## src/rtl/dmem_arbiter_pkg.sv

```systemverilog
// Shared definitions for the data-memory arbiter: FSM encoding, default depth
// and requester port indices.
package dmem_pkg;

  typedef enum logic [1:0] {
    S_IDLE   = 2'd0,
    S_ACCESS = 2'd1,
    S_RESP   = 2'd2
  } state_t;

  localparam int   DEPTH_DEFAULT = 16;
  localparam logic PORT_CPU      = 1'b0;
  localparam logic PORT_LDR      = 1'b1;

endpackage

```

## src/rtl/dmem_arbiter_rr_arb2.sv

```systemverilog
// Combinational two-way round-robin picker: a lone requester always wins,
// a tie goes to the port named by rr_ptr_i.
module rr_arb2
  import dmem_pkg::*;
(
  input  logic [1:0] valid_i,
  input  logic       rr_ptr_i,
  output logic       grant_o,
  output logic       any_valid_o
);

  always_comb begin
    grant_o = PORT_CPU;
    if (&valid_i) begin
      grant_o = rr_ptr_i;
    end else if (valid_i[PORT_LDR]) begin
      grant_o = PORT_LDR;
    end
  end

  assign any_valid_o = |valid_i;

endmodule

```

## src/rtl/dmem_arbiter.sv

```systemverilog
// Two-port arbiter in front of single-port data_memory: accept, one strobe
// cycle, then a held response until the winning port consumes it.
module dmem_arbiter
  import dmem_pkg::*;
#(
  parameter int DEPTH = DEPTH_DEFAULT,
  parameter int AW    = 32
) (
  input  logic          clk,
  input  logic          rst,
  input  logic [1:0]    req_valid,
  output logic [1:0]    req_ready,
  input  logic [1:0]    req_we,
  input  logic [AW-1:0] req_addr0,
  input  logic [AW-1:0] req_addr1,
  input  logic [31:0]   req_wdata0,
  input  logic [31:0]   req_wdata1,
  output logic [1:0]    rsp_valid,
  input  logic [1:0]    rsp_ready,
  output logic [31:0]   rsp_rdata,
  output logic          rsp_err,
  output logic [AW-1:0] mem_addr,
  output logic [31:0]   mem_write_data,
  output logic          mem_write,
  output logic          mem_read,
  input  logic [31:0]   mem_read_data
);

  state_t        state_q;
  logic          rr_ptr_q;
  logic          win_q;
  logic          we_q;
  logic          err_q;
  logic [AW-1:0] addr_q;
  logic [31:0]   wdata_q;
  logic [31:0]   rdata_q;

  logic          grant;
  logic          any_valid;
  logic          in_access;
  logic [AW-1:0] sel_addr;
  logic [31:0]   sel_wdata;

  rr_arb2 u_rr_arb2 (
    .valid_i     (req_valid),
    .rr_ptr_i    (rr_ptr_q),
    .grant_o     (grant),
    .any_valid_o (any_valid)
  );

  assign sel_addr  = (grant == PORT_LDR) ? req_addr1  : req_addr0;
  assign sel_wdata = (grant == PORT_LDR) ? req_wdata1 : req_wdata0;

  always_ff @(posedge clk) begin
    if (rst) begin
      state_q  <= S_IDLE;
      rr_ptr_q <= PORT_CPU;
      win_q    <= PORT_CPU;
      we_q     <= 1'b0;
      err_q    <= 1'b0;
      addr_q   <= '0;
      wdata_q  <= '0;
      rdata_q  <= '0;
    end else begin
      case (state_q)
        S_IDLE: begin
          if (any_valid) begin
            win_q   <= grant;
            we_q    <= req_we[grant];
            addr_q  <= sel_addr;
            wdata_q <= sel_wdata;
            err_q   <= (sel_addr >= AW'(DEPTH));
            state_q <= S_ACCESS;
          end
        end
        S_ACCESS: begin
          rdata_q <= (!we_q && !err_q) ? mem_read_data : 32'd0;
          state_q <= S_RESP;
        end
        S_RESP: begin
          // Pointer moves only on completion so a stalled response keeps priority order.
          if (rsp_ready[win_q]) begin
            rr_ptr_q <= ~win_q;
            state_q  <= S_IDLE;
          end
        end
        default: state_q <= S_IDLE;
      endcase
    end
  end

  assign in_access = (state_q == S_ACCESS);

  assign req_ready = (state_q == S_IDLE && any_valid && !rst)
                   ? ((grant == PORT_LDR) ? 2'b10 : 2'b01) : 2'b00;

  // Strobes are gated by rst directly so a reset landing in ACCESS kills the write.
  assign mem_write      = in_access & we_q & ~err_q & ~rst;
  assign mem_read       = in_access & ~we_q & ~err_q & ~rst;
  assign mem_addr       = in_access ? addr_q  : '0;
  assign mem_write_data = in_access ? wdata_q : 32'd0;

  assign rsp_valid = (state_q == S_RESP) ? ((win_q == PORT_LDR) ? 2'b10 : 2'b01) : 2'b00;
  assign rsp_rdata = rdata_q;
  assign rsp_err   = (state_q == S_RESP) && err_q;

endmodule

```

## config.mk

```make
export PLATFORM = sky130hd
export DESIGN_NAME = dmem_arbiter
export DESIGN_NICKNAME = d
export VERILOG_FILES = /design/src/rtl/dmem_arbiter_pkg.sv /design/src/rtl/dmem_arbiter_rr_arb2.sv /design/src/rtl/dmem_arbiter.sv
export SDC_FILE = /design/constraint.sdc
export NUM_CORES = 1
export LEC_CHECK = 0
export BUFFER_PORTS_ARGS = -buffer_cell sky130_fd_sc_hd__buf_2
export CAP_MARGIN = 10
export CORE_MARGIN = 1
export CORE_UTILIZATION = 40
export DETAILED_ROUTE_END_ITERATION = 8
export MAX_ROUTING_LAYER = met4
export PLACE_DENSITY = 0.75
export SETUP_SLACK_MARGIN = 0.15
export SYNTH_ARGS = -nofsm -noshare
export SYNTH_HDL_FRONTEND = slang
export SYNTH_SLANG_ARGS = --single-unit
```

## constraint.sdc

```tcl
create_clock -name clk -period 1.3 [get_ports clk]
set_input_delay 0.065 -clock clk [delete_from_list [all_inputs] [get_ports clk]]
set_output_delay 0.065 -clock clk [all_outputs]
set_load 0.005 [all_outputs]
```

==> flow_summary_export.csv <==
group,metric,value,unit
place,place_area,6180,µm²
worst_setup_path,cp_slowest_cell,"dfxtp_2",
worst_setup_path,critPathKind,"register to register",
timing,setup_viol,166,
worst_setup_path,start_kind,"register",
route,vias,5196,
floorplanning,core_area,11400,µm²
grt,grt_usage,26.5,%
floorplanning,start_util,41.1,%
cts,cts_buffer_depth,2,
logic_synthesis,synth_async_sr_flop_share,0,%
place,numPortBuffers,270,
finish,layout-drive-gt1-share,49.1,%
logic_synthesis,syn_inst,487,
place,dpl_worst_slack,-0.0230,ns
finish,finalInstanceArea,8010,µm²
logic_synthesis,yosys_warnings,0,
cts,cts_buffers,9,
floorplanning,io_pins,271,
logic_synthesis,yosysUniqueCellTypes,28,
cts,h-tree-depth,3,
grt,grt_first_pass_wirelength,23.7,mm
route,met1_length,6.91,mm
timing,clock-skew-final,0.00697,ns
logic_synthesis,syn_area,4690,µm²
run_status,status,"finished with violations",
grt,grt_pass1_vias,4806,
finish,diodes,0,
cts,clock_latency,0.34,ns
timing,tightestPinTransition,0.434,ns
power,p_leak,3.98,nW
timing,timing.fmax,0.657,GHz
grt,overflow,0,
timing,fin_ws,-0.222,ns
logic_synthesis,synth_ff_type,"dfxtp_1",
worst_setup_path,end_kind,"register",
grt,grt_max_degree,33,
route,drt_iter0_markers,362,
worst_setup_path,path_common_cell,"buf_6",
worst_setup_path,path_max_fanout,6,
timing,drv_slew,0,
worst_setup_path,cp_cell_sequence,"buf_4, nor2_4, buf_6, o21a_4, buf_6, clkbuf_16, nor2_2, a211oi_2",
finish,final_cell_mix,"buf_2, dfxtp_1, nor2_1",
route,routed.top_layer,"met4",
timing,fin_crit,1.52,ns
cts,clk_pin_slew,0.07,ns
route,routed_via_density,5.38,
floorplanning,fp.dieW,110,µm
logic_synthesis,syn-num-nets,655,
worst_setup_path,cp.required,1.55,ns
cts,clock_sinks,102,
timing,rsz0062_at_grt,"true",
route,drc,0,
power,ir_drop,0.855,mV
worst_setup_path,crit_path_max_incr_delay,0.33,ns
route,dr_wl_met2,8.83,mm
timing,hold_viol,0,
route,wl_per_cell,18.3,µm
floorplanning,die_y,110,µm
cts,root_buffer,"clkbuf_16",
cts,cts_tree,"done",
finish,nets,986,
grt,antenna_found_initial,0,
power,powerDensity,1190,nW/µm²
finish,fin_util,70.1,%
floorplanning,rows,39,
route,wl,17.6,mm
route,wl_met3,1.30,mm
finish,area_delta_synth_final,70.7,%
logic_synthesis,synth_seq_area_share,43.6,%
logic_synthesis,ys_ff_latch,102,
timing,holdWs,0.0546,ns
logic_synthesis,syn_area_per_cell,9.63,µm²
logic_synthesis,synth_edf_count,0,
worst_hold_path,min_path_type,"input pin to register",
place,hpwl,10.1,mm
finish,final_common_cell,"buf_2",
route,ant_nets,0,
timing,timing.final.crit_share,117,%
floorplanning,die_area,12200,µm²
worst_setup_path,cp_data_arrival_time,1.77,ns
place,routabilityCongestion,0.871,
job,maxCapViolations,0,
run_status,violations,"negative setup slack",
route,first_pass_iters,4,
timing,relSlewSlack,70.8,%
## worst paths after layout
kind	from	to	slack, ns	depth (start not counted)
max	state_q[1]	wdata_q[23]	-0.22	8
min	req_wdata1[12]	wdata_q[12]	0.05	3
max reg2reg	state_q[1]	wdata_q[23]	-0.22	8
min reg2reg	rsp_rdata[8]	rsp_rdata[8]	0.47	1
## critical path: cells and delay by family, from the launching register on
family | cells | cell delay [ns]
compound gates | 2 | 0.38
buf+inv | 4 | 0.54
flops | 1 | 0.33
simple gates | 2 | 0.18
## per-layer routing
metal | up-vias | global-route usage (%)
li1 | 2430 | -
met1 | 2432 | 30.0
met2 | 280 | 45.5
met3 | 54 | 4.35
met4 | 0 | 12.2
met5 | - | -
## state kept, by name, indices dropped and copies added, names as in the netlist
name       flops
rsp_rdata     32
rr_ptr_q       1
err_q          1
wdata_q       32
we_q           1
state_q        2
win_q          1
addr_q        32
## cell families after synthesis
kind of cell / after synthesis / share of synthesized area (%)
multiplexers: 66 / 14.1
AO/OA/AOI/OAI: 106 / 17.7
flip-flops: 102 / 43.6
AND/OR/NAND/NOR: 168 / 18.4
buffers and inverters: 45 / 6.32
## report_power, final
part	leakage [nW]	total (mW)	switching, mW	internal, mW
logic	2.96	2.72	1.21	1.51
clock network	0.168	3.17	1.19	1.99
registers	0.843	3.64	0.185	3.45
## synth_stat cells, types with 2 or more instances
master | count | share of area [%]
buf_6 | 3 | 0.72
clkbuf_1 | 13 | 1.0
nand4_1 | 3 | 0.40
a21oi_1 | 4 | 0.43
dfxtp_1 | 102 | 44
nor2_1 | 75 | 6.0
mux2i_1 | 66 | 14
buf_8 | 5 | 1.6
and2_1 | 67 | 8.9
nor2b_1 | 2 | 0.27
buf_4 | 2 | 0.32
nand2_1 | 2 | 0.16
a211oi_1 | 65 | 10
a22o_1 | 32 | 6.0
nor4_1 | 14 | 1.9
buf_2 | 20 | 2.1
## stage by stage
stage | total power [mW] | std cells | TNS (ns)
finish | 9.53 | 966 | -23.42
global route | 9.92 | 966 | -30.12
CTS | 9.19 | 959 | -19.82
detailed placement | 5.37 | 875 | -0.0898
global placement | 5.31 | 875 | 0
floorplan | 4.71 | 487 | 0
## cell type report
class                   count  area, µm²
clock buffers              11        253
clock inverters             5        105
fillers                   830       3410
inverters                   1       3.75
multi-input cells         341       2650
flip-flops and latches    102       2050
well taps                 143        179
repair buffers            363       2770
## what timing repair did
| item | 4_1_cts | 5_1_grt |
|---|---|---|
| pin swaps | 26 | 18 |
| cloned | 14 | 6 |
| hold endpoints to repair | 32 | 0 |
| resized for setup | 53 | 58 |
| endpoints found under the setup margin | 171 | 170 |
| buffers inserted | 22 | 1 |
| hold buffers | 32 | 0 |
No activity file was read; power rests on OpenSTA's default activity.
